**config.mk**
```make
export PLATFORM = sky130hd
export DESIGN_NAME = tiro_uc
export DESIGN_NICKNAME = d
export VERILOG_FILES = /design/src/rtl/tiro_uc.sv
export SDC_FILE = /design/constraint.sdc
export NUM_CORES = 1
export LEC_CHECK = 0
export ABC_CLOCK_PERIOD_IN_PS = 1700
export CAP_MARGIN = 20
export CORE_MARGIN = 2
export CORE_UTILIZATION = 37
export DETAILED_ROUTE_END_ITERATION = 12
export GPL_TIMING_DRIVEN = 0
export PLACE_DENSITY_LB_ADDON = 0.3
export SKIP_LAST_GASP = 1
export SLEW_MARGIN = 20
export SYNTH_ARGS = -nofsm -noshare
export SYNTH_HDL_FRONTEND = slang
export SYNTH_SLANG_ARGS = --single-unit
```
**constraint.sdc**
```tcl
create_clock -name clock -period 1.7 [get_ports clock]
set_input_delay 0.34 -clock clock [delete_from_list [all_inputs] [get_ports clock]]
set_output_delay 0.34 -clock clock [all_outputs]
set_load 0.02 [all_outputs]
```
**src/rtl/tiro_uc.sv**
```systemverilog
// Shot-store control unit: clears the 16 slots, allocates a slot on fire and
// walks every slot on each game tick to move, retire or report hits.
module tiro_uc (
    input  logic       clock,
    input  logic       reset_n,
    input  logic       atirar,
    input  logic       tick,
    input  logic       loaded,
    input  logic       colisao,
    input  logic       rco_contador,
    input  logic [1:0] opcode,
    input  logic       x_borda_min,
    input  logic       x_borda_max,
    input  logic       y_borda_min,
    input  logic       y_borda_max,
    output logic       conta_contador,
    output logic       reset_cont,
    output logic [1:0] select_mux_pos,
    output logic       select_mux_coor,
    output logic       select_soma_sub,
    output logic       enable_reg_nave,
    output logic       reset_reg_nave,
    output logic       enable_mem_aste,
    output logic       enable_mem_load,
    output logic       new_load,
    output logic       new_destruido,
    output logic       tiro_perdido,
    output logic       ocupado,
    output logic [3:0] db_estado
);

    typedef enum logic [3:0] {
        StInicial  = 4'd0,
        StLimpa    = 4'd1,
        StEspera   = 4'd2,
        StNovoTiro = 4'd3,
        StBusca    = 4'd4,
        StGrava    = 4'd5,
        StPerdido  = 4'd6,
        StVarre    = 4'd7,
        StLeSlot   = 4'd8,
        StMove     = 4'd9,
        StColide   = 4'd10,
        StAcerto   = 4'd11,
        StDescarte = 4'd12,
        StProximo  = 4'd13
    } state_e;

    state_e r_state;
    state_e w_next;
    logic   r_tiro_pend;
    logic   r_tick_pend;
    logic   w_borda;

    // A new request in the same cycle as the service entry keeps the flag set.
    always_ff @(posedge clock or negedge reset_n) begin
        if (!reset_n) begin
            r_state     <= StInicial;
            r_tiro_pend <= 1'b0;
            r_tick_pend <= 1'b0;
        end else begin
            r_state     <= w_next;
            r_tiro_pend <= atirar | (r_tiro_pend & (w_next != StNovoTiro));
            r_tick_pend <= tick | (r_tick_pend & (w_next != StVarre));
        end
    end

    // Edge that stops a shot travelling in the addressed slot's direction.
    always_comb begin
        w_borda = x_borda_max;
        case (opcode)
            2'b00:   w_borda = y_borda_min;
            2'b01:   w_borda = y_borda_max;
            2'b10:   w_borda = x_borda_min;
            default: w_borda = x_borda_max;
        endcase
    end

    always_comb begin
        w_next          = r_state;
        conta_contador  = 1'b0;
        reset_cont      = 1'b0;
        select_mux_pos  = 2'b00;
        select_mux_coor = 1'b0;
        select_soma_sub = 1'b0;
        enable_reg_nave = 1'b0;
        reset_reg_nave  = 1'b0;
        enable_mem_aste = 1'b0;
        enable_mem_load = 1'b0;
        new_load        = 1'b0;
        new_destruido   = 1'b0;
        tiro_perdido    = 1'b0;
        ocupado         = (r_state != StEspera);
        db_estado       = r_state;
        case (r_state)
            StInicial: begin
                reset_cont     = 1'b1;
                reset_reg_nave = 1'b1;
                w_next         = StLimpa;
            end
            StLimpa: begin
                enable_mem_load = 1'b1;
                conta_contador  = 1'b1;
                if (rco_contador) w_next = StEspera;
            end
            StEspera: begin
                if (r_tiro_pend)      w_next = StNovoTiro;
                else if (r_tick_pend) w_next = StVarre;
            end
            StNovoTiro: begin
                reset_cont      = 1'b1;
                enable_reg_nave = 1'b1;
                w_next          = StBusca;
            end
            StBusca: begin
                if (!loaded)           w_next = StGrava;
                else if (rco_contador) w_next = StPerdido;
                else                   conta_contador = 1'b1;
            end
            StGrava: begin
                enable_mem_aste = 1'b1;
                enable_mem_load = 1'b1;
                new_load        = 1'b1;
                w_next          = StEspera;
            end
            StPerdido: begin
                tiro_perdido = 1'b1;
                w_next       = StEspera;
            end
            StVarre: begin
                reset_cont = 1'b1;
                w_next     = StLeSlot;
            end
            StLeSlot: begin
                select_mux_pos = 2'b10;
                if (!loaded)      w_next = StProximo;
                else if (w_borda) w_next = StDescarte;
                else              w_next = StMove;
            end
            StMove: begin
                // opcode[1] picks X; even opcodes (up/left) step by -1.
                select_mux_pos  = 2'b01;
                select_mux_coor = opcode[1];
                select_soma_sub = ~opcode[0];
                enable_mem_aste = 1'b1;
                w_next          = StColide;
            end
            StColide: begin
                select_mux_pos = 2'b10;
                w_next         = colisao ? StAcerto : StProximo;
            end
            StAcerto: begin
                new_destruido   = 1'b1;
                enable_mem_load = 1'b1;
                w_next          = StProximo;
            end
            StDescarte: begin
                enable_mem_load = 1'b1;
                w_next          = StProximo;
            end
            StProximo: begin
                if (rco_contador) begin
                    w_next = StEspera;
                end else begin
                    conta_contador = 1'b1;
                    w_next         = StLeSlot;
                end
            end
            default: w_next = StInicial;
        endcase
    end

endmodule
```
==> results.md <==
- The power density over the cells is 2060 nW/um2.
- 31 I/O pins were placed.
- The total number of nets in the final design is 145.
- The worst setup path is launched from a flop.
- The netlist area before placement is 558 um2.
- Dividing the detail-routed via count by the number of cells gives 6.08.
- The combinational group share of total power is 82.6%.
- The count of input and output buffers is 30.
- Summing internal, switching and leakage power gives 2.48 mW.
- The total count of hold-check failures in the final report is 0.
- After detailed routing, the number of remaining DRC violations is 0.
- The floorplan step set the die height to 42.8 um.
- The clock tree buffer depth is 2.
- The multi-input gate area in the final layout is 515 um2.
- The combined flip-flop and latch cell area is 154 um2.
- The number of antenna violations at the first check in global routing is 0.
- The endpoint arrival time on the critical path is 1.61 ns.
- The clock latency on the worst-skew pair is 0.25 ns.
- For the pin with the worst max-slew slack, the measured transition is 0.478 ns.
- Setup repair after global routing could not meet its margin everywhere.
- The static leakage is 0.554 nW.
- The detailed router's first-iteration violation count is 59.
- The half-perimeter wire length of the detailed placement result is 1320 um.
- The layout has 82 filler cells.
- The critical path start-end classification is reg -> out.
- The total iterations of the first detailed-routing run is 4.
- The synthesis-to-finish area growth is 115%.
- Synthesis inferred 6 register bits.
- The quantity of hold-fixing buffers added after cts is 0.
- Across all setup checks in the final design, the least slack found is -0.249 ns.
- CTS saw 6 sinks.
- For this run, the top clock speed supported by timing is 513 MHz.
- The wire length per cell after detailed routing is 19.2 um.
- The placed instance count is 125.
- The flow ran to the end, but the final reports show violations.
- The number of antenna diodes in the final layout is 0.
- Across all register-to-register paths, the minimum setup slack is 0.01 ns.
- The CTS H-tree depth is 1.
- In this run the tightest slew margin relative to its limit is 67.8%.
- The number of global-route vias before repair was 778.
- Net switching is 48.5% of the power.
- The count of nets left with antenna violations once routing finished came out at 0.
- The floorplan core area is 1450 um2.
- The TritonCTS buffer count is 3.
- The number of cell rows is 14.
- The net count of the mapped netlist is 92.
- Global routing used 25.4% of the available tracks across all layers.
- The internal portion of the total power is 1.28 mW.
- The time the worst path needs with I/O delays and setup is 1.95 ns.
- The worst min-delay path class is in -> async.
- TritonCTS built the clock tree.
- After clock tree synthesis, the clock-pin slew on the worst setup and hold paths is 0.05 ns.
- Registers are responsible for 11.9% of the overall power.
- The number of warnings printed during yosys synthesis is 0.
- The post-route setup TNS is -0.707 ns.
- The final setup skew is 0.00183 ns.
- The distinct cell type count after synthesis is 31.
- In the synthesized netlist, the number of instances is 79.
- For this run the aggregate overflow at the end of global routing stands at 0.
- Across the run, the number of max-cap violations was 0.
- In the finished design, the share of the clock period the worst path needs comes to 115%.
- The share of total power dissipated in the clock network is 5.5%.
- The checks that failed: negative setup slack.
- The routed via count is 887.
- Entering global routing, the biggest net connects 11 pins.
- The count of final max-slew check failures is 0.
- The worst-case IR drop observed on VDD is 0.00106 V.
- The overall die area is 1830 um2.
- Setup violations remaining at the end of the flow were counted as 10.
- Summed over all nets, the switching power comes to 1.20 mW.
- The post-route netlist has 51.5% of its cells at a drive strength greater than 1.
- Data on the critical path is required at its endpoint by 1.36 ns.
- The count of cells in the finished layout, fillers not included, comes to 146.
- The mean cell area of the mapped netlist is 7.06 um2.
- The root buffer selected by CTS is sky130_fd_sc_hd__clkbuf_4.
- The first global-routing pass estimated 3500 um of wire.
- The floorplan step set the die width to 42.8 um.
- The wire length after detailed routing is 2800 um.
- The endpoint kind of the worst setup timing path is an output pin.
- The sequential element share of the synthesized area is 26.9%.
- The congestion estimate from routability-driven global placement came to 0.743.
- In this run the worst path has a maximum fanout of 5.
- For this configuration, the core starts out at a cell density of 38.4%.
-- stage by stage --
step / hold slack [ns] / worst slack [ns] / instance area (um2) / utilization, %
final: 0.345 / -0.249 / 1200 / 82.7
after global routing: 0.360 / -0.246 / 1200 / 82.7
after floorplan: 0.0444 / -0.0541 / 564 / -
after CTS: 0.337 / -0.106 / 1030 / 70.8
after global placement: 0.544 / -0.566 / 885 / 60.8
after detailed placement: 0.554 / -0.575 / 885 / 60.8
-- state kept, by name, summed over array words and instances, names as in the netlist --
name and flops:
r_tick_pend 1, db_estado 4, r_tiro_pend 1
-- critical path, cell delays in order (launching register included) --
cell,delay (ns)
sky130_fd_sc_hd__dfrtp_2,0.42
sky130_fd_sc_hd__buf_6,0.14
sky130_fd_sc_hd__or3_1,0.38
sky130_fd_sc_hd__a21oi_1,0.23
sky130_fd_sc_hd__buf_4,0.18
-- path summary, 6_finish.rpt --
| check | startpoint | end | cells past startpoint |
|---|---|---|---|
| worst min register to register | r_tick_pend$_DFF_PN0_ | r_tick_pend$_DFF_PN0_ | 2 |
| min in group clock | r_tick_pend$_DFF_PN0_ | r_tick_pend$_DFF_PN0_ | 2 |
| max in group asynchronous | reset_n | db_estado[0]$_DFF_PN0_ | 1 |
| worst max-delay path | db_estado[0]$_DFF_PN0_ | reset_cont | 4 |
| worst max register to register | db_estado[2]$_DFF_PN0_ | r_tiro_pend$_DFF_PN0_ | 6 |
| worst min-delay path | reset_n | db_estado[1]$_DFF_PN0_ | 1 |
-- final cells by class --
cell class                      instances  share of cell area, %
Multi-Input combinational cell         64                   42.9
Sequential cell                         6                   12.8
Timing Repair Buffer                   48                   35.2
Inverter                                5                   1.56
Tap cell                               16                   1.66
Clock buffer                            3                   1.87
Buffer                                  4                   4.06
-- metal layers --
metal  vias up  routed length (um)  track usage [%]
li1        386                   -                -
met1       418                1040             29.4
met2        67                1390             43.6
met3        16                 235             7.23
met4         0                 121             9.38
met5         -                   0                0
-- kinds of logic after synthesis --
logic type,count (synthesis),share of synthesized area (%)
AOI/OAI and AO/OA,21,22.9
and+or+nand+nor,41,40.1
buffers and inverters,9,6.50
DFF,6,26.9
muxes,2,3.59
-- cell usage after synthesis (all sizes together) --
cell / n / area [um2]
a211oi: 1 / 7.51
a21oi: 7 / 35.0
a221o: 1 / 10.0
a22oi: 1 / 7.51
a31oi: 1 / 6.26
a32o: 1 / 10.0
and2: 1 / 6.26
and2b: 1 / 7.51
and3: 2 / 12.5
buf: 2 / 10.0
clkbuf: 2 / 7.51
dfrtp: 6 / 150
inv: 5 / 18.8
mux2i: 2 / 20.0
nand2: 5 / 18.8
nand2b: 4 / 25.0
nand3: 2 / 10.0
nand3b: 1 / 7.51
nand4: 1 / 6.26
nor2: 11 / 41.3
nor2b: 2 / 12.5
nor3: 3 / 15.0
nor3b: 2 / 15.0
nor4: 1 / 6.26
o21ai: 7 / 35.0
o21bai: 1 / 7.51
o311ai: 1 / 8.76
or2b: 2 / 16.3
or3: 3 / 23.8
-- repair_timing --
item	4_1_cts	5_1_grt
gates cloned	1	1
buffers inserted	11	6
endpoints found under the setup margin	15	16
resized for setup	93	40
hold endpoints to repair	0	0
pin swaps	3	11
-- cells in the final DEF, fill, tap and decap left out, types with 2 or more instances in the layout --
cell type / instances
sky130_fd_sc_hd__a21oi_1: 4
sky130_fd_sc_hd__a21oi_2: 3
sky130_fd_sc_hd__and3_4: 2
sky130_fd_sc_hd__buf_2: 7
sky130_fd_sc_hd__buf_4: 16
sky130_fd_sc_hd__buf_6: 12
sky130_fd_sc_hd__clkbuf_4: 3
sky130_fd_sc_hd__clkdlybuf4s50_1: 12
sky130_fd_sc_hd__dfrtp_1: 3
sky130_fd_sc_hd__dfrtp_2: 3
sky130_fd_sc_hd__dlymetal6s2s_1: 3
sky130_fd_sc_hd__inv_1: 5
sky130_fd_sc_hd__mux2i_1: 2
sky130_fd_sc_hd__nand2_1: 5
sky130_fd_sc_hd__nand2b_1: 2
sky130_fd_sc_hd__nand3_1: 2
sky130_fd_sc_hd__nor2_1: 6
sky130_fd_sc_hd__nor2_4: 4
sky130_fd_sc_hd__nor3_2: 2
sky130_fd_sc_hd__o21ai_0: 4
sky130_fd_sc_hd__o21ai_1: 2
sky130_fd_sc_hd__or2b_4: 2
sky130_fd_sc_hd__or3_4: 2
-- power by group through the flow --
stage               combinational [mW]  sequential, mW  clock, mW
floorplan                        0.704           0.321          0
global placement                  1.20           0.284          0
detailed placement                1.23           0.286          0
CTS                               1.55           0.280      0.138
global route                      2.11           0.300      0.145
finish                            2.05           0.294      0.137
No activity file was read; power rests on OpenSTA's default activity.
